===== src/rtl/fwd_hazard_ctrl_if.sv =====
// -----------------------------------------------------------------------------
// fwd_hazard_ctrl_if
// Bundles the signals between the pipeline and the forwarding/hazard controller.
//   master : pipeline side. It drives the ID-stage fields, branch_taken and
//            mdu_done, and it receives the stall, flush, bubble and forwarding
//            controls.
//   slave  : controller side. The directions are the reverse of master.
// Signals:
//   id_valid, id_rs, id_rt, id_uses_rs, id_uses_rt, id_rd,
//   id_regwrite, id_memread, id_is_mdu : the instruction in ID
//   branch_taken : a taken branch resolves in EX this cycle
//   mdu_done     : the multi-cycle unit finishes this cycle
//   stall_if, stall_id, flush_id, bubble_ex : pipeline control
//   fwd_a_sel, fwd_b_sel : EX operand mux selects (00 regfile, 01 EX/MEM, 10 MEM/WB)
//   stall_cnt            : saturating count of stalled cycles
// -----------------------------------------------------------------------------
interface fwd_hazard_ctrl_if #(
  parameter int REG_AW = 5,
  parameter int CNT_W  = 16
);
  logic              id_valid;
  logic [REG_AW-1:0] id_rs;
  logic [REG_AW-1:0] id_rt;
  logic              id_uses_rs;
  logic              id_uses_rt;
  logic [REG_AW-1:0] id_rd;
  logic              id_regwrite;
  logic              id_memread;
  logic              id_is_mdu;
  logic              branch_taken;
  logic              mdu_done;
  logic              stall_if;
  logic              stall_id;
  logic              flush_id;
  logic              bubble_ex;
  logic [1:0]        fwd_a_sel;
  logic [1:0]        fwd_b_sel;
  logic [CNT_W-1:0]  stall_cnt;

  modport master (
    output id_valid, id_rs, id_rt, id_uses_rs, id_uses_rt, id_rd,
           id_regwrite, id_memread, id_is_mdu, branch_taken, mdu_done,
    input  stall_if, stall_id, flush_id, bubble_ex, fwd_a_sel, fwd_b_sel,
           stall_cnt
  );

  modport slave (
    input  id_valid, id_rs, id_rt, id_uses_rs, id_uses_rt, id_rd,
           id_regwrite, id_memread, id_is_mdu, branch_taken, mdu_done,
    output stall_if, stall_id, flush_id, bubble_ex, fwd_a_sel, fwd_b_sel,
           stall_cnt
  );
endinterface


===== src/rtl/fwd_hazard_ctrl.sv =====
// -----------------------------------------------------------------------------
// fwd_hazard_ctrl
// Forwarding and hazard controller for a classic five-stage pipeline.
// The controller keeps shadow copies {rd, we, load} of the EX, MEM and WB
// stages. It uses these copies to detect load-use hazards, to hold the
// pipeline while a multi-cycle mul/div unit is busy, to flush on taken
// branches, and to produce registered forwarding selects for the EX stage.
// Ports:
//   clk   : clock. All state updates happen on its rising edge.
//   rst_n : asynchronous, active-low reset.
//   bus   : fwd_hazard_ctrl_if.slave, which carries the ID fields and the
//           control outputs.
// -----------------------------------------------------------------------------
module fwd_hazard_ctrl #(
  parameter int REG_AW = 5,
  parameter int CNT_W  = 16
) (
  input  logic                clk,
  input  logic                rst_n,
  fwd_hazard_ctrl_if.slave    bus
);

  typedef enum logic [1:0] {RUN, LDSTALL, MDU_BUSY} state_t;

  typedef struct packed {
    logic [REG_AW-1:0] rd;
    logic              we;
    logic              load;
  } slot_t;

  localparam int EX  = 0;
  localparam int MEM = 1;

  state_t            state_q, state_d;
  slot_t             pipe_q [3];   // [0]=EX, [1]=MEM, [2]=WB
  slot_t             ex_d;
  logic [1:0]        fwd_q [2];
  logic [1:0]        fwd_d [2];
  logic [CNT_W-1:0]  cnt_q, cnt_d;

  logic [REG_AW-1:0] src [2];
  logic              src_used [2];
  logic [1:0]        lu_hit;
  logic              load_use;
  logic              stall_c, flush_c, bubble_c;
  logic              id_adv;

  assign src[0]      = bus.id_rs;
  assign src[1]      = bus.id_rt;
  assign src_used[0] = bus.id_uses_rs;
  assign src_used[1] = bus.id_uses_rt;

  // The forwarding priority is computed against the slots as they are now.
  // The current EX slot becomes EX/MEM when the ID instruction reaches EX,
  // and the current MEM slot becomes MEM/WB at that point.
  function automatic logic [1:0] fwd_sel(input logic used,
                                         input logic [REG_AW-1:0] s,
                                         input slot_t ex_s,
                                         input slot_t mem_s);
    logic [1:0] sel;
    sel = 2'b00;
    if (used && (s != '0)) begin
      if (ex_s.we && (ex_s.rd == s))
        sel = 2'b01;
      else if (mem_s.we && (mem_s.rd == s))
        sel = 2'b10;
    end
    return sel;
  endfunction

  genvar gi;
  generate
    for (gi = 0; gi < 2; gi++) begin : g_operand
      assign lu_hit[gi] = src_used[gi] && (src[gi] == pipe_q[EX].rd);
      // A bubble entering EX must not carry a stale forwarding select.
      assign fwd_d[gi]  = id_adv ? fwd_sel(src_used[gi], src[gi],
                                           pipe_q[EX], pipe_q[MEM])
                                 : 2'b00;
    end
  endgenerate

  assign load_use = bus.id_valid && pipe_q[EX].load &&
                    (pipe_q[EX].rd != '0) && (|lu_hit);

  // Next-state and control logic.
  always_comb begin
    state_d  = state_q;
    stall_c  = 1'b0;
    flush_c  = 1'b0;
    bubble_c = 1'b0;
    case (state_q)
      // LDSTALL lasts one cycle. A bubble sits in EX during that cycle, so
      // re-evaluating the hazard here can never see a second load-use match.
      RUN, LDSTALL: begin
        state_d = RUN;
        if (bus.branch_taken) begin
          // The flush cancels any hazard or MDU launch from the killed ID
          // instruction.
          flush_c  = 1'b1;
          bubble_c = 1'b1;
        end else if (load_use) begin
          stall_c  = 1'b1;
          bubble_c = 1'b1;
          state_d  = LDSTALL;
        end else if (bus.id_valid && bus.id_is_mdu) begin
          state_d = MDU_BUSY;
        end
      end
      MDU_BUSY: begin
        if (bus.mdu_done) begin
          state_d = RUN;
        end else begin
          stall_c  = 1'b1;
          bubble_c = 1'b1;
        end
        // A branch flushes ID but the MDU operation stays in progress.
        if (bus.branch_taken) begin
          flush_c  = 1'b1;
          bubble_c = 1'b1;
        end
      end
      default: state_d = RUN;
    endcase
  end

  assign id_adv = bus.id_valid && !stall_c && !flush_c;

  always_comb begin
    ex_d = '0;
    if (id_adv) begin
      ex_d.rd   = bus.id_rd;
      ex_d.we   = bus.id_regwrite;
      ex_d.load = bus.id_memread;
    end
  end

  assign cnt_d = (stall_c && (cnt_q != '1)) ? cnt_q + CNT_W'(1) : cnt_q;

  always_ff @(posedge clk or negedge rst_n) begin
    if (!rst_n)
      state_q <= RUN;
    else
      state_q <= state_d;
  end

  always_ff @(posedge clk or negedge rst_n) begin
    if (!rst_n) begin
      for (int i = 0; i < 3; i++) pipe_q[i] <= '0;
      fwd_q[0] <= 2'b00;
      fwd_q[1] <= 2'b00;
      cnt_q    <= '0;
    end else begin
      pipe_q[0] <= ex_d;
      for (int i = 1; i < 3; i++) pipe_q[i] <= pipe_q[i-1];
      fwd_q[0] <= fwd_d[0];
      fwd_q[1] <= fwd_d[1];
      cnt_q    <= cnt_d;
    end
  end

  // The combinational controls are gated so that they read 0 during reset,
  // even when branch_taken is high.
  assign bus.stall_if  = rst_n & stall_c;
  assign bus.stall_id  = rst_n & stall_c;
  assign bus.flush_id  = rst_n & flush_c;
  assign bus.bubble_ex = rst_n & bubble_c;
  assign bus.fwd_a_sel = fwd_q[0];
  assign bus.fwd_b_sel = fwd_q[1];
  assign bus.stall_cnt = cnt_q;

endmodule


===== src/flat_wrapper.sv =====
// flat-port wrapper written by rule: the top's interface ports become plain ports
module fwd_hazard_ctrl_flat 
#(
  parameter int REG_AW = 5,
  parameter int CNT_W  = 16
)
  (clk, rst_n, bus_id_valid, bus_id_rs, bus_id_rt, bus_id_uses_rs, bus_id_uses_rt, bus_id_rd, bus_id_regwrite, bus_id_memread, bus_id_is_mdu, bus_branch_taken, bus_mdu_done, bus_stall_if, bus_stall_id, bus_flush_id, bus_bubble_ex, bus_fwd_a_sel, bus_fwd_b_sel, bus_stall_cnt);
  fwd_hazard_ctrl_if #(.REG_AW(REG_AW), .CNT_W(CNT_W)) bus_i ();
  input  logic clk;
  input  logic rst_n;
  input wire logic [$bits(bus_i.id_valid)-1:0] bus_id_valid;
  input wire logic [$bits(bus_i.id_rs)-1:0] bus_id_rs;
  input wire logic [$bits(bus_i.id_rt)-1:0] bus_id_rt;
  input wire logic [$bits(bus_i.id_uses_rs)-1:0] bus_id_uses_rs;
  input wire logic [$bits(bus_i.id_uses_rt)-1:0] bus_id_uses_rt;
  input wire logic [$bits(bus_i.id_rd)-1:0] bus_id_rd;
  input wire logic [$bits(bus_i.id_regwrite)-1:0] bus_id_regwrite;
  input wire logic [$bits(bus_i.id_memread)-1:0] bus_id_memread;
  input wire logic [$bits(bus_i.id_is_mdu)-1:0] bus_id_is_mdu;
  input wire logic [$bits(bus_i.branch_taken)-1:0] bus_branch_taken;
  input wire logic [$bits(bus_i.mdu_done)-1:0] bus_mdu_done;
  output wire logic [$bits(bus_i.stall_if)-1:0] bus_stall_if;
  output wire logic [$bits(bus_i.stall_id)-1:0] bus_stall_id;
  output wire logic [$bits(bus_i.flush_id)-1:0] bus_flush_id;
  output wire logic [$bits(bus_i.bubble_ex)-1:0] bus_bubble_ex;
  output wire logic [$bits(bus_i.fwd_a_sel)-1:0] bus_fwd_a_sel;
  output wire logic [$bits(bus_i.fwd_b_sel)-1:0] bus_fwd_b_sel;
  output wire logic [$bits(bus_i.stall_cnt)-1:0] bus_stall_cnt;
  assign bus_i.id_valid = bus_id_valid;
  assign bus_i.id_rs = bus_id_rs;
  assign bus_i.id_rt = bus_id_rt;
  assign bus_i.id_uses_rs = bus_id_uses_rs;
  assign bus_i.id_uses_rt = bus_id_uses_rt;
  assign bus_i.id_rd = bus_id_rd;
  assign bus_i.id_regwrite = bus_id_regwrite;
  assign bus_i.id_memread = bus_id_memread;
  assign bus_i.id_is_mdu = bus_id_is_mdu;
  assign bus_i.branch_taken = bus_branch_taken;
  assign bus_i.mdu_done = bus_mdu_done;
  assign bus_stall_if = bus_i.stall_if;
  assign bus_stall_id = bus_i.stall_id;
  assign bus_flush_id = bus_i.flush_id;
  assign bus_bubble_ex = bus_i.bubble_ex;
  assign bus_fwd_a_sel = bus_i.fwd_a_sel;
  assign bus_fwd_b_sel = bus_i.fwd_b_sel;
  assign bus_stall_cnt = bus_i.stall_cnt;
  fwd_hazard_ctrl #(.REG_AW(REG_AW), .CNT_W(CNT_W)) u_core (.clk(clk), .rst_n(rst_n), .bus(bus_i));
endmodule

===== config.mk =====
export PLATFORM = sky130hd
export DESIGN_NAME = fwd_hazard_ctrl_flat
export DESIGN_NICKNAME = d
export VERILOG_FILES = /design/src/rtl/fwd_hazard_ctrl_if.sv /design/src/rtl/fwd_hazard_ctrl.sv /design/src/flat_wrapper.sv
export SDC_FILE = /design/constraint.sdc
export NUM_CORES = 1
export LEC_CHECK = 0
export BUFFER_PORTS_ARGS = -buffer_cell sky130_fd_sc_hd__buf_2
export CAP_MARGIN = 40
export CORE_MARGIN = 2
export CORE_UTILIZATION = 51
export CTS_CLUSTER_SIZE = 25
export DETAILED_ROUTE_END_ITERATION = 6
export GPL_TIMING_DRIVEN = 0
export MAX_ROUTING_LAYER = met4
export PLACE_DENSITY = 0.79
export SYNTH_ARGS = -nofsm -noshare
export SYNTH_HDL_FRONTEND = slang
export SYNTH_SLANG_ARGS = --single-unit

===== constraint.sdc =====
create_clock -name clk -period 3.53 [get_ports clk]
set_input_delay 1.059 -clock clk [delete_from_list [all_inputs] [get_ports clk]]
set_output_delay 1.059 -clock clk [all_outputs]
set_load 0.03 [all_outputs]

# == Yosys cells after proc, flatten, opt, wreduce, memory -nomap -nowiden ==
# Cells that the tools add are included.
# op_classes
mux,23
reduce_logical,24
add_sub_neg,1
n_eq_ne,10
bitwise_logic,3
# op_table
cell,n
5-bit == test,6
2-bit two-way mux,12
16-bit by 1-bit adder with 16-bit output (second input constant),1
16-bit inequality test (second input constant),1
1-bit logical AND,15
5-bit nonzero test,3
1-bit two-way mux,7
7-bit two-way mux,1
1-bit one-hot mux with 2 select lines,2
2-bit one-hot mux with 2 select lines,1
2-bit OR reduction,2
1-bit bitwise AND,3
3-bit OR reduction,1
2-bit by 1-bit == test with 1-bit output (second input constant),1
2-bit == test (second input constant),1
1-bit zero test,2
2-bit zero test,1
2-bit inequality test (second input constant),1
# word_totals
word_cells,70
out_inout_bits,24
input_bits,25
regBits,35

# == Longest topological paths before layout ==
# depth
ltp_word,11
mapped_depth,8
ltp_nobuf,7

# == Worst setup path before layout ==
# Ideal clock, no wire load.
# synth_path
kind,input to output
start,input port bus_id_rt[3]
end,output port bus_stall_if
n_path_buf,1
setup_slack_ns,-0.212
arrival_time_ns,2.683
required_time_ns,2.471
path_stages,6
path_cell_list,xor2_1 nor4_1 a32o_1 a31oi_1 nor2b_1 buf_4
# synth_via
elab_chain_cells,8
# synth_lines
element,line,text
"start, declared",flat_wrapper.sv:13,input wire logic [$bits(bus_i.id_rt)-1:0] bus_id_rt;
5-bit == test,fwd_hazard_ctrl.sv:74,assign lu_hit[gi] = src_used[gi] && (src[gi] == pipe_q[EX].rd);
1-bit logical AND,fwd_hazard_ctrl.sv:74,
2-bit OR reduction,fwd_hazard_ctrl.sv:83,(pipe_q[EX].rd != '0) && (|lu_hit);
1-bit logical AND,fwd_hazard_ctrl.sv:83,
1-bit two-way mux,fwd_hazard_ctrl.sv:101,end else if (load_use) begin
1-bit two-way mux,fwd_hazard_ctrl.sv:96,if (bus.branch_taken) begin
1-bit one-hot mux with 2 select lines,fwd_hazard_ctrl.sv:91,case (state_q)
1-bit bitwise AND,-,
"end, declared",flat_wrapper.sv:22,output wire logic [$bits(bus_i.stall_if)-1:0] bus_stall_if;
# No other way between the ends.

# == Worst setup path in the final report ==
# layout_path
start,input port bus_id_rt[2]
end,output port bus_bubble_ex
# layout_via
elab_chain_cells,8
# layout_lines
element,line,text
5-bit == test,fwd_hazard_ctrl.sv:74,
1-bit logical AND,fwd_hazard_ctrl.sv:74,
2-bit OR reduction,fwd_hazard_ctrl.sv:83,
1-bit logical AND,fwd_hazard_ctrl.sv:83,
1-bit two-way mux,fwd_hazard_ctrl.sv:101,
1-bit two-way mux,fwd_hazard_ctrl.sv:96,
1-bit one-hot mux with 2 select lines,fwd_hazard_ctrl.sv:91,
1-bit bitwise AND,fwd_hazard_ctrl.sv:166,assign bus.bubble_ex = rst_n & bubble_c;
"end, declared",flat_wrapper.sv:25,output wire logic [$bits(bus_i.bubble_ex)-1:0] bus_bubble_ex;
# No other way between the ends.

==> impl_metrics.toml <==
[worst_setup_path]
path_cells = "buf_2 > xor2_2 > nor4_2 > a32o_2 > buf_6 > nand2_2 > a21oi_1 > buf_4"
crit_path_max_fanout = 3
regToRegEndpoint = "u_core.bus.stall_cnt[1]$_DFFE_PN0P_"
path_class = "input port to output port"
slowest_stage = "nor4_2"
worst_setup_path_end_kind = "output port"
start_kind = "input port"
max_stage_delay_ns = 0.33
cp.arrival_ns = 2.42
r2r_slack_ns = 1.07
required_ns = 2.47
r2r_cells = 7
r2r-start = "u_core.bus.stall_cnt[0]$_DFFE_PN0P_"

[clocking]
ctsHtreeMaxLevel = 2
clk_latency_ns = 0.34
cts_hold_buf = 0
clock_sinks = 35
numCtsBuffers = 5
clk_pin_slew_ns = 0.10
cts.path.max_buffers = 2
clockRootBuffer = "clkbuf_4"
cts_tree = "done"

[layout]
diodes = 0
syn_to_final_growth_pct = 29.2
drive_gt1_share_pct = 35.0
layout.cells.non_filler = 260
multi_input_area_um2 = 857
final_cell_mix = "45 x buf_2, 35 x dfrtp_1, 26 x xor2_1, 13 x nor3_1, 9 x nand3_1"
final-seq-area_um2 = 876
final_common_cell = "buf_2"
fill_cells = 250
fin_nets = 239

[timing]
fin_crit_ns = 3.48
clock-skew-final_ns = 0.0122
finalSetupViolations = 0
finalHoldViolations = 0
fin_crit_sh_pct = 98.7
fmax_mhz = 287
setup_ws_ns = 0.0470
worst_slew_pin_slew_ns = 0.773
slew_viol_final = 0
relSlewSlack_pct = 48.5

[worst_hold_path]
min-delay-start = "u_core.pipe_q[15]$_DFF_PN0_"
hold_depth = 0
hp-class = "flop to flop"
worstHoldEndpoint = "u_core.pipe_q[8]$_DFF_PN0_"

[status]
status = "complete, no violations"

[die]
die_h_um = 61.9
die_w_um = 61.9
io_pins = 49
core_um2 = 3280
dieArea_um2 = 3840
initial_utilization_pct = 52.1
rows = 21

[synthesis]
syn_nets = 180
async_reset_ff_share_pct = 100
synthFlopType = "dfrtp_1"
synth-seq-area-share_pct = 51.2
ys_types = 34
syn-cell-area_um2 = 1710
synth_cells = 154
synth-edff-count = 0
ys_warn_count = 0
ys_seq_elements = 35
avgSynthCellArea_um2 = 11.1

[pwr]
power_per_cell_area_nw_per_um2 = 464
leakagePower_nw = 1.18
ir_worst_vdd_mv = 0.400

[global_routing]
grt_pass1_wl_um = 5760
grt_pass1_vias = 1301
antenna_found_initial = 0
grt_max_degree = 39
grt_usage_pct = 21.6
gr-total-overflow = 0

[detailed_routing]
drt_iter0_markers = 102
viasPerCell = 5.40
via_count = 1404
antenna_left = 0
dr.pass1.iters = 4
wl_um = 3620
drc = 0
wire_per_inst_um = 13.9

[placement]
dpl.cell_count = 248
place_ws_ns = -0.148
place_congestion = 0.932
portBuffers = 48
dp_hpwl_um = 2660

[run]
drv_cap = 0
## Yosys cell counts, types with 2 or more instances
library cell / n / area (µm²)
nor2_1: 6 / 22.5
and2_1: 8 / 50.1
dfrtp_1: 35 / 876
o21ai_0: 3 / 15.0
nand4_1: 4 / 25.0
inv_1: 2 / 7.51
and3_1: 3 / 18.8
xnor2_1: 6 / 52.6
or4_1: 2 / 15.0
nand2_1: 9 / 33.8
nor2b_1: 2 / 12.5
nor3_1: 14 / 70.1
nand3_1: 9 / 45.0
nor4_1: 4 / 25.0
xor2_1: 28 / 245
## metrics by stage
step / cell area (µm²) / TNS [ns] / util [%] / power, mW / hold WS [ns]
finish: 2210 / 0 / 67.3 / 1.03 / 0.439
global route: 2210 / -0.00160 / 67.3 / 1.08 / 0.454
CTS: 2140 / 0 / 65.3 / 1.03 / 0.440
detailed placement: 2010 / -0.212 / 61.3 / 0.668 / 0.417
global placement: 2010 / -0.105 / 61.3 / 0.655 / 0.401
floorplan: 1720 / 0 / - / 0.593 / 0.373
## how the worst max path moves through the flow
stage	startpoint	slack [ns]	cells after the start	end
global route	bus_id_rt[2]	-0.002	8	bus_stall_if
floorplan	bus_id_rt[3]	0.03	6	bus_stall_if
finish	bus_id_rt[2]	0.05	8	bus_bubble_ex
detailed placement	bus_id_rt[3]	-0.15	8	bus_stall_if
CTS	bus_id_rt[0]	0.006	8	bus_stall_if
global placement	bus_id_rt[3]	-0.09	8	bus_stall_if
## what timing repair did
action / in CTS / in global routing
pin swaps: 2 / 4
setup buffers: 2 / 2
gates resized for setup: 2 / 13
endpoints found under the setup margin: 2 / 3
endpoints found under the hold margin: 0 / 0
## power breakdown
| group | internal (mW) | total (mW) | switching (mW) |
|---|---|---|---|
| combinational | 0.0748 | 0.197 | 0.122 |
| sequential | 0.430 | 0.472 | 0.0414 |
| clock | 0.220 | 0.357 | 0.137 |
## registers in the layout (all words and copies together) (netlist names)
signal,count
u_core.bus.fwd_a_sel,2
u_core.pipe_q,13
u_core.bus.stall_cnt,16
u_core.bus.fwd_b_sel,2
u_core.state_q,2
## worst max-delay path: cells and delay by family
family	cells	cell delay (ns)
buffers and inverters	3	0.44
and+or+nand+nor	2	0.39
AOI/OAI and AO/OA	2	0.39
xor gates and xnor gates	1	0.15
## layout make-up
cell class	instances	area share, %
sequential	35	39.6
multi-input combinational	115	38.8
timing repair buffer	52	13.1
clock inverter	3	3.06
tap	46	2.60
clock buffer	5	1.70
buffer	2	0.849
inverter	2	0.340
## layer usage
layer | global-route usage [%] | wire length (µm)
met5 | - | 0
met1 | 27.0 | 1530
met4 | 11.9 | 123
met3 | 4.35 | 185
met2 | 32.8 | 1790
## cells by family (layout without fill, tap and decap cells)
| family | Yosys count | after routing | share of synthesized area [%] |
|---|---|---|---|
| buffers and inverters | 4 | 64 | 1.54 |
| AND/OR/NAND/NOR | 69 | 69 | 23.3 |
| AO/OA/AOI/OAI | 9 | 9 | 4.53 |
| flip-flops | 35 | 35 | 51.2 |
| adder cells (fa/ha/maj) | 1 | 1 | 0.731 |
| XOR/XNOR | 34 | 34 | 17.4 |
| multiplexers | 2 | 2 | 1.32 |
Power figures use the tool's default switching activity.
